**config.mk**
```make
export PLATFORM = sky130hd
export DESIGN_NAME = cic_rate_ctrl_flat
export DESIGN_NICKNAME = d
export VERILOG_FILES = /design/src/rtl/cic_rate_ctrl_if.sv /design/src/rtl/cic_rate_ctrl.sv /design/src/flat_wrapper.sv
export SDC_FILE = /design/constraint.sdc
export NUM_CORES = 1
export LEC_CHECK = 0
export BUFFER_PORTS_ARGS = -buffer_cell sky130_fd_sc_hd__buf_4
export CORE_ASPECT_RATIO = 2
export CORE_MARGIN = 2
export CORE_UTILIZATION = 50
export CTS_CLUSTER_DIAMETER = 100
export DETAILED_ROUTE_END_ITERATION = 6
export GPL_TIMING_DRIVEN = 0
export HOLD_SLACK_MARGIN = 0.03
export PLACE_DENSITY_LB_ADDON = 0.12
export SYNTH_ARGS = -nofsm -noshare
export SYNTH_HDL_FRONTEND = slang
export SYNTH_SLANG_ARGS = --single-unit
```
**constraint.sdc**
```tcl
create_clock -name clock -period 5.1 [get_ports clock]
set_clock_uncertainty 0.1 [all_clocks]
set_input_delay 1.02 -clock clock [delete_from_list [all_inputs] [get_ports clock]]
set_output_delay 1.02 -clock clock [all_outputs]
set_load 0.05 [all_outputs]
```
**src/rtl/cic_rate_ctrl_if.sv**
```systemverilog
// rtl/cic_rate_ctrl_if.sv - rate request handshake and forwarded sample stream of cic_rate_ctrl
interface cic_rate_ctrl_if #(
    parameter int OUT_WIDTH = 18
);
    logic [5:0]                  req_decimation;
    logic                        req_valid;
    logic                        req_ready;
    logic                        req_clamped;
    logic                        out_strobe;
    logic signed [OUT_WIDTH-1:0] out_data;

    // Requester side: issues rate requests, consumes the clean sample stream
    modport master (
        output req_decimation,
        output req_valid,
        input  req_ready,
        input  req_clamped,
        input  out_strobe,
        input  out_data
    );

    // Controller side
    modport slave (
        input  req_decimation,
        input  req_valid,
        output req_ready,
        output req_clamped,
        output out_strobe,
        output out_data
    );
endinterface

```
**src/rtl/cic_rate_ctrl.sv**
```systemverilog
// rtl/cic_rate_ctrl.sv - run-time decimation controller for one cic instance
module cic_rate_ctrl #(
    parameter int STAGES             = 5,
    parameter int MIN_DECIMATION     = 2,
    parameter int MAX_DECIMATION     = 40,
    parameter int DEFAULT_DECIMATION = 40,
    parameter int FLUSH_SAMPLES      = 6,
    parameter int DATA_LAG           = 2,
    parameter int OUT_WIDTH          = 18
) (
    input  logic                        clock,
    input  logic                        reset,
    cic_rate_ctrl_if.slave              ctrl,
    output logic [5:0]                  cic_decimation,
    input  logic                        cic_out_strobe,
    input  logic signed [OUT_WIDTH-1:0] cic_out_data,
    output logic                        busy
);

    // The flush counter is sized for the comb-chain settling depth even if
    // FLUSH_SAMPLES is tuned below it, so raising it never needs a resize.
    localparam int FLUSH_MAX = (FLUSH_SAMPLES > STAGES + 1) ? FLUSH_SAMPLES : STAGES + 1;
    localparam int CNT_W     = $clog2(FLUSH_MAX + 1);

    typedef enum logic [1:0] {
        S_WAIT  = 2'd0,
        S_FLUSH = 2'd1,
        S_RUN   = 2'd2
    } state_t;

    state_t                 state;
    logic [5:0]             pending;
    logic [CNT_W-1:0]       flush_cnt;
    logic                   clamped_q;
    logic [5:0]             dec_delta;
    logic [5:0]             req_value;
    logic                   req_low;
    logic                   req_high;
    logic                   transfer;
    logic                   keep_in;
    logic [DATA_LAG-1:0]    keep_sr;
    logic                   out_strobe_q;
    logic signed [OUT_WIDTH-1:0] out_data_q;

    // The applied rate is held relative to DEFAULT_DECIMATION: it is never
    // reset (the CIC phase counter is not either), and an all-zero power-up
    // register then presents the default rate to the CIC.
    assign cic_decimation   = dec_delta ^ 6'(DEFAULT_DECIMATION);

    assign ctrl.req_ready   = (state == S_RUN);
    assign busy             = (state != S_RUN);
    assign ctrl.req_clamped = clamped_q;
    assign ctrl.out_strobe  = out_strobe_q;
    assign ctrl.out_data    = out_data_q;

    assign transfer = ctrl.req_valid && (state == S_RUN);
    assign keep_in  = cic_out_strobe && (state != S_FLUSH);

    // Clamp the requested rate into the legal range
    always_comb begin
        req_low   = (ctrl.req_decimation < 6'(MIN_DECIMATION));
        req_high  = (ctrl.req_decimation > 6'(MAX_DECIMATION));
        req_value = ctrl.req_decimation;
        if (req_low) begin
            req_value = 6'(MIN_DECIMATION);
        end else if (req_high) begin
            req_value = 6'(MAX_DECIMATION);
        end
    end

    // Rate FSM: accept in RUN, apply on the next output boundary, then flush
    always_ff @(posedge clock) begin
        if (reset) begin
            state     <= S_WAIT;
            pending   <= 6'(DEFAULT_DECIMATION);
            flush_cnt <= '0;
            clamped_q <= 1'b0;
        end else begin
            case (state)
                S_RUN: begin
                    if (transfer) begin
                        clamped_q <= req_low || req_high;
                        if (req_value != cic_decimation) begin
                            pending <= req_value;
                            state   <= S_WAIT;
                        end
                    end
                end
                S_WAIT: begin
                    if (cic_out_strobe) begin
                        dec_delta <= pending ^ 6'(DEFAULT_DECIMATION);
                        if ((pending == cic_decimation) || (FLUSH_SAMPLES == 0)) begin
                            state <= S_RUN;
                        end else begin
                            flush_cnt <= CNT_W'(FLUSH_SAMPLES);
                            state     <= S_FLUSH;
                        end
                    end
                end
                S_FLUSH: begin
                    if (cic_out_strobe) begin
                        flush_cnt <= flush_cnt - CNT_W'(1);
                        if (flush_cnt == CNT_W'(1)) begin
                            state <= S_RUN;
                        end
                    end
                end
                default: state <= S_WAIT;
            endcase
        end
    end

    // Delay keep tags until the CIC data catches up, then forward kept samples
    always_ff @(posedge clock) begin
        if (reset) begin
            keep_sr      <= '0;
            out_strobe_q <= 1'b0;
            out_data_q   <= '0;
        end else begin
            keep_sr      <= DATA_LAG'({keep_sr, keep_in});
            out_strobe_q <= keep_sr[DATA_LAG-1];
            if (keep_sr[DATA_LAG-1]) begin
                out_data_q <= cic_out_data;
            end
        end
    end

endmodule

```
**src/flat_wrapper.sv**
```systemverilog
// flat-port wrapper written by rule: the top's interface ports become plain ports
module cic_rate_ctrl_flat 
#(
    parameter int STAGES             = 5,
    parameter int MIN_DECIMATION     = 2,
    parameter int MAX_DECIMATION     = 40,
    parameter int DEFAULT_DECIMATION = 40,
    parameter int FLUSH_SAMPLES      = 6,
    parameter int DATA_LAG           = 2,
    parameter int OUT_WIDTH          = 18
)
  (clock, reset, cic_decimation, cic_out_strobe, cic_out_data, busy, ctrl_req_decimation, ctrl_req_valid, ctrl_req_ready, ctrl_req_clamped, ctrl_out_strobe, ctrl_out_data);
  cic_rate_ctrl_if #(.OUT_WIDTH(OUT_WIDTH)) ctrl_i ();
  input  logic clock;
  input  logic reset;
  output logic [5:0] cic_decimation;
  input  logic cic_out_strobe;
  input  logic signed [OUT_WIDTH-1:0] cic_out_data;
  output logic busy;
  input wire logic [$bits(ctrl_i.req_decimation)-1:0] ctrl_req_decimation;
  input wire logic [$bits(ctrl_i.req_valid)-1:0] ctrl_req_valid;
  output wire logic [$bits(ctrl_i.req_ready)-1:0] ctrl_req_ready;
  output wire logic [$bits(ctrl_i.req_clamped)-1:0] ctrl_req_clamped;
  output wire logic [$bits(ctrl_i.out_strobe)-1:0] ctrl_out_strobe;
  output wire logic [$bits(ctrl_i.out_data)-1:0] ctrl_out_data;
  assign ctrl_i.req_decimation = ctrl_req_decimation;
  assign ctrl_i.req_valid = ctrl_req_valid;
  assign ctrl_req_ready = ctrl_i.req_ready;
  assign ctrl_req_clamped = ctrl_i.req_clamped;
  assign ctrl_out_strobe = ctrl_i.out_strobe;
  assign ctrl_out_data = ctrl_i.out_data;
  cic_rate_ctrl #(.STAGES(STAGES), .MIN_DECIMATION(MIN_DECIMATION), .MAX_DECIMATION(MAX_DECIMATION), .DEFAULT_DECIMATION(DEFAULT_DECIMATION), .FLUSH_SAMPLES(FLUSH_SAMPLES), .DATA_LAG(DATA_LAG), .OUT_WIDTH(OUT_WIDTH)) u_core (.clock(clock), .reset(reset), .ctrl(ctrl_i), .cic_decimation(cic_decimation), .cic_out_strobe(cic_out_strobe), .cic_out_data(cic_out_data), .busy(busy));
endmodule
```
Yosys cells after proc, flatten, opt, wreduce, memory -nomap -nowiden
Index checks and enable logic that the tools add are counted.
{ "word_totals": {"wordCells": 50, "ff_bits": 39, "inputBits": 28, "output_inout_bits": 28} }
{ "classes": {"mux": 13, "reduce_logical": 10, "eq_ne": 13, "bitwise": 3, "n_addsub": 1, "n_lt_le_gt_ge": 2} }
{ "op_table": {"columns": ["operator", "n"], "rows": [
  ["$mux 2", 6],
  ["$mux 6", 2],
  ["$mux 3", 3],
  ["$ne 2x1->1 const B", 4],
  ["$ne 2x2->1 const B", 4],
  ["$eq 6x6->1", 1],
  ["$gt 6x6->1 const B", 1],
  ["$lt 6x2->1 const B", 1],
  ["$ne 6x6->1", 1],
  ["$pmux 2 s3", 1],
  ["$pmux 3 s2", 1],
  ["$reduce_and 3->1", 2],
  ["$reduce_and 5->1", 1],
  ["$not 2->2", 2],
  ["$reduce_and 4->1", 1],
  ["$eq 3x1->1 const B", 1],
  ["$sub 3x1->3 const B", 1],
  ["$eq 2x1->1 const B", 1],
  ["$eq 2x2->1 const B", 1],
  ["$logic_and 1x1->1", 2],
  ["$logic_not 2->1", 1],
  ["$reduce_and 2->1", 1],
  ["$reduce_bool 2->1", 1],
  ["$logic_or 1x1->1", 1],
  ["$not 1->1", 1]
]} }

Logic depth before layout (Yosys ltp)
{ "depth": {"word_depth": 7, "ltp_mapped": 7, "ltp_nobuf": 6} }

Worst setup path after synthesis
No wires, ideal clock.
{ "synth_timing": {"path_type": "in2reg", "from": "input ctrl_req_decimation[1]", "to": "register u_core.pending[5]", "n_path_buf": 1, "required_ns": 4.880, "path_stages": 7, "setup_slack_ns": 2.106, "setup_ns": 0.120, "arrival_time_ns": 2.774, "cell_sequence": "buf_6 -> or2_1 -> maj3_2 -> o32a_4 -> a2111oi_4 -> nor2_2 -> a211o_1"} }
{ "synth_between": {"elab_chain_len": 5, "word_cells_on_any_way": 6, "classes_between": "2 x order compare; 1 x eq/ne; 2 x mux; 1 x reduce/logical"} }
{ "synth_lines": {"columns": ["element", "line_no", "text"], "rows": [
  ["start: declaration", "flat_wrapper.sv:20", "input wire logic [$bits(ctrl_i.req_decimation)-1:0] ctrl_req_decimation;"],
  ["$gt 6x6->1", "cic_rate_ctrl.sv:62", "req_high = (ctrl.req_decimation > 6'(MAX_DECIMATION));"],
  ["$mux 6", "cic_rate_ctrl.sv:66", "end else if (req_high) begin"],
  ["$mux 6 (*)", "cic_rate_ctrl.sv:64", "if (req_low) begin"],
  ["$ne 6x6->1", "cic_rate_ctrl.sv:83", "if (req_value != cic_decimation) begin"],
  ["$reduce_and 3->1 (no line)", null, null],
  ["end signal: assignment", "cic_rate_ctrl.sv:75", "pending <= 6'(DEFAULT_DECIMATION);"],
  ["end signal: assignment", "cic_rate_ctrl.sv:84", "pending <= req_value;"],
  ["end: declaration", "cic_rate_ctrl.sv:32", "logic [5:0] pending;"]
]} }
Every way passes the cells marked *; elsewhere a longest branch is shown, timed or not.
A chain may end at the register's enable or synchronous reset.

Worst setup path in the final report
{ "layout_timing": {"from": "input ctrl_req_decimation[4]", "to": "register u_core.pending[5]"} }
The elaborated chain is that of the path after synthesis.

==> impl_results.md <==
* Post-CTS resize count at 0
* TritonCTS Sinks at 39
* Max_cap viols at 0
* Clock root cell: clkbuf_8
* Routed Antenna Nets at 0
* Per-cell routed wire length at 13.6 um
* Antenna violations before repair at 0
* Max stage delay on crit path at 0.42 ns
* Startpoint types: input port
* Inserted Clock Buffers at 5
* Distinct cells, synth at 49
* Vias per cell at 5.17
* Multi-input gate area at 898 um^2
* RD Place Congestion at 0.857
* Port Buffer Count at 54
* CTS HTree Levels at 2
* Initial cell density of the core at 51.9%
* Crit path DAT at 3.06 ns
* DIE AREA at 4230 um^2
* EDFF count, synth at 6
* Unrepaired setup endpoints after global routing: no
* Data required, critical path at 5.18 ns
* Fin. Hold Viols at 0
* Crit Reg-Reg Startpoint: u_core.dec_delta[0]
* Slowest CP cell: a2111oi_4
* Post-Syn Area per Cell at 9.79 um^2
* Top-Level Pins at 56
* Clock Path Buffers at 2
* Sequential fraction of the synthesis area at 45.4%
* Crit path capture: u_core.pending[5]
* Final wirelength at 4090 um
* Synth Net Count at 219
* Setup WS pre-CTS at 1.82 ns
* Util after Layout at 68.1%
* DP HPWL at 3280 um
* Tot GR Track Use at 21.3%
* Worst r2r dst: u_core.pending[4]
* Vias in the first global route at 1,555
* Worst-margin pin slew at 1.00 ns
* Synthesis-to-finish area growth at 31.3%
* Worst hold stages at 1
* Final worst path period need at 2.98 ns
* Critical-path cell list: buf_4, buf_2, or3_1, a222oi_1, o31ai_1, a2111oi_4, nor2_2, a211o_1
* Pwr/cell area at 281 nW/um^2
* Worst hold path type: reg2reg
* Reg2reg path depth at 6
* Seq cells post-synth at 39
* CP endpoint kind: register
* Slew Viols, Final at 0
* Clock Pin Slew Worst Setup and Hold Paths at 0.08 ns
* Critical path peak fanout at 10
* Drt pass-1 iters at 4
* Status: completed
* Die W at 47.0 um
* Final setup fails at 0
* Hold-fix buffers, CTS at 0
* Number of DRC markers in iteration 0 at 32
* Grt total ovfl at 0
* Netlist Area Pre-Place at 1850 um^2
* Share of cells above drive strength 1 at 30.7%
* CTS tree: built
* Vias at 1,552
* Drt drc at 0
* Flop-to-flop setup slack at 2.82 ns
* Rows at 31
* Syn. warnings at 0
* Largest net degree at the start of global routing at 14
* Worst setup margin at 2.12 ns
* Total power at 0.684 mW
* Fillers at 311
* CP Launch Point: ctrl_req_decimation[4]
* Slew HR at 33.1%
* Die Span Y at 90.0 um
* Critical Setup Path Class: in2reg
* Hold slack final at 0.353 ns
* Async set-or-reset flop fraction in the synthesized netlist at 0%
* Ant diodes at 0
* Peak VDD IR at 271 uV
* Fmax at 335 MHz
* Fin nets at 280
* Worst skew pair latency at 0.29 ns
* Synth Flop Type: dfxtp_1
* Tcrit/Tclk final at 58.5%
* FF+latch area at 841 um^2
* Core footprint at 3570 um^2
* Setup Buffers After CTS at 0
* Total leakage power at 0.993 nW
* First-pass GRT wire length at 6560 um
* TNS Setup at 0 ns
* Syn Inst Count at 189
[layout by cell type (no fill, tap or decap), types with 3 or more instances in the layout]
cell and n:
a21oi_1 6, a311oi_1 3, buf_4 58, clkbuf_1 7, clkbuf_8 5, dfxtp_1 33
edfxtp_1 6, inv_1 9, mux2i_1 20, nand2_1 8, nand2b_1 3, nor2_1 26
nor2b_1 7, nor3_1 3, nor3b_1 4, o21ai_0 7, xnor2_1 3, xor2_1 4
[critical path, delay by kind of cell]
kind / cells / cell delay (ns)
AO/OA/AOI/OAI: 4 / 1.21
AND/OR/NAND/NOR: 2 / 0.54
buffers and inverters: 2 / 0.28
[sequential cells by signal (all words and copies together), names as in the netlist]
signal,cells
u_core.keep_sr,2
u_core.pending,6
u_core.ctrl.out_strobe,1
u_core.ctrl.out_data,18
u_core.dec_delta,6
u_core.state,2
u_core.flush_cnt,3
u_core.ctrl.req_clamped,1
[where the power goes]
part / total, mW / switching [mW] / internal (mW)
Clock: 0.252 / 0.106 / 0.146
Sequential: 0.328 / 0.00626 / 0.321
Combinational: 0.104 / 0.0601 / 0.0442
[cell type report]
| type | instances | area share, % |
|---|---|---|
| Clock inverter | 3 | 1.80 |
| Inverter | 9 | 1.39 |
| Tap cell | 49 | 2.52 |
| Multi-Input combinational cell | 127 | 37.0 |
| Clock buffer | 5 | 2.83 |
| Timing Repair Buffer | 54 | 16.7 |
| Buffer | 14 | 3.19 |
| Sequential cell | 39 | 34.6 |
[synth_stat cells (2+ instances only)]
cell type	number	area, um^2
dfxtp_1	33	661
nor2_1	26	97.6
mux2i_1	20	200
inv_1	9	33.8
nand2_1	8	30.0
clkbuf_1	7	26.3
nor2b_1	7	43.8
o21ai_0	7	35.0
a21oi_1	6	30.0
edfxtp_1	6	180
buf_4	4	30.0
nor3b_1	4	30.0
xor2_1	4	35.0
a311oi_1	3	26.3
nand2b_1	3	18.8
nor3_1	3	15.0
xnor2_1	3	26.3
buf_2	2	10.0
ha_1	2	25.0
nand3_1	2	10.0
or4_2	2	17.5
[logic make-up after synthesis]
group,after synthesis,share of synthesized area [%]
buffers and inverters,23,6.02
adder cells (fa/ha/maj),4,2.50
AND/OR/NAND/NOR,64,17.7
flip-flops,39,45.4
XOR/XNOR,7,3.31
multiplexers,21,11.4
AO/OA/AOI/OAI,31,13.6
[per-layer routing]
metal / global-route usage (%) / vias to the layer above / part of all wire [%] / wire length, um
met5: 0 / - / 0 / 0
met4: 12.3 / 0 / 4.2 / 170
met3: 5.22 / 14 / 4.3 / 176
met2: 38.5 / 49 / 56 / 2300
met1: 19.0 / 711 / 35 / 1440
li1: - / 778 / - / -
[metrics by stage]
stage / instance area [um^2] / instances
2_1_floorplan: 1850 / 189
3_3_place_gp: 2320 / 292
3_5_place_dp: 2320 / 292
4_1_cts: 2430 / 300
5_1_grt: 2430 / 300
6_report: 2430 / 300
[worst min path at each step]
stage	endpoint	startpoint	slack, ns
3_5_place_dp	u_core.keep_sr[1]	u_core.keep_sr[0]	0.33
4_1_cts	u_core.keep_sr[1]	u_core.keep_sr[0]	0.36
3_3_place_gp	u_core.keep_sr[1]	u_core.keep_sr[0]	0.34
6_report	u_core.keep_sr[1]	u_core.keep_sr[0]	0.35
2_1_floorplan	u_core.keep_sr[1]	u_core.keep_sr[0]	0.31
5_1_grt	u_core.keep_sr[1]	u_core.keep_sr[0]	0.37
No activity file was read; power rests on OpenSTA's default activity.
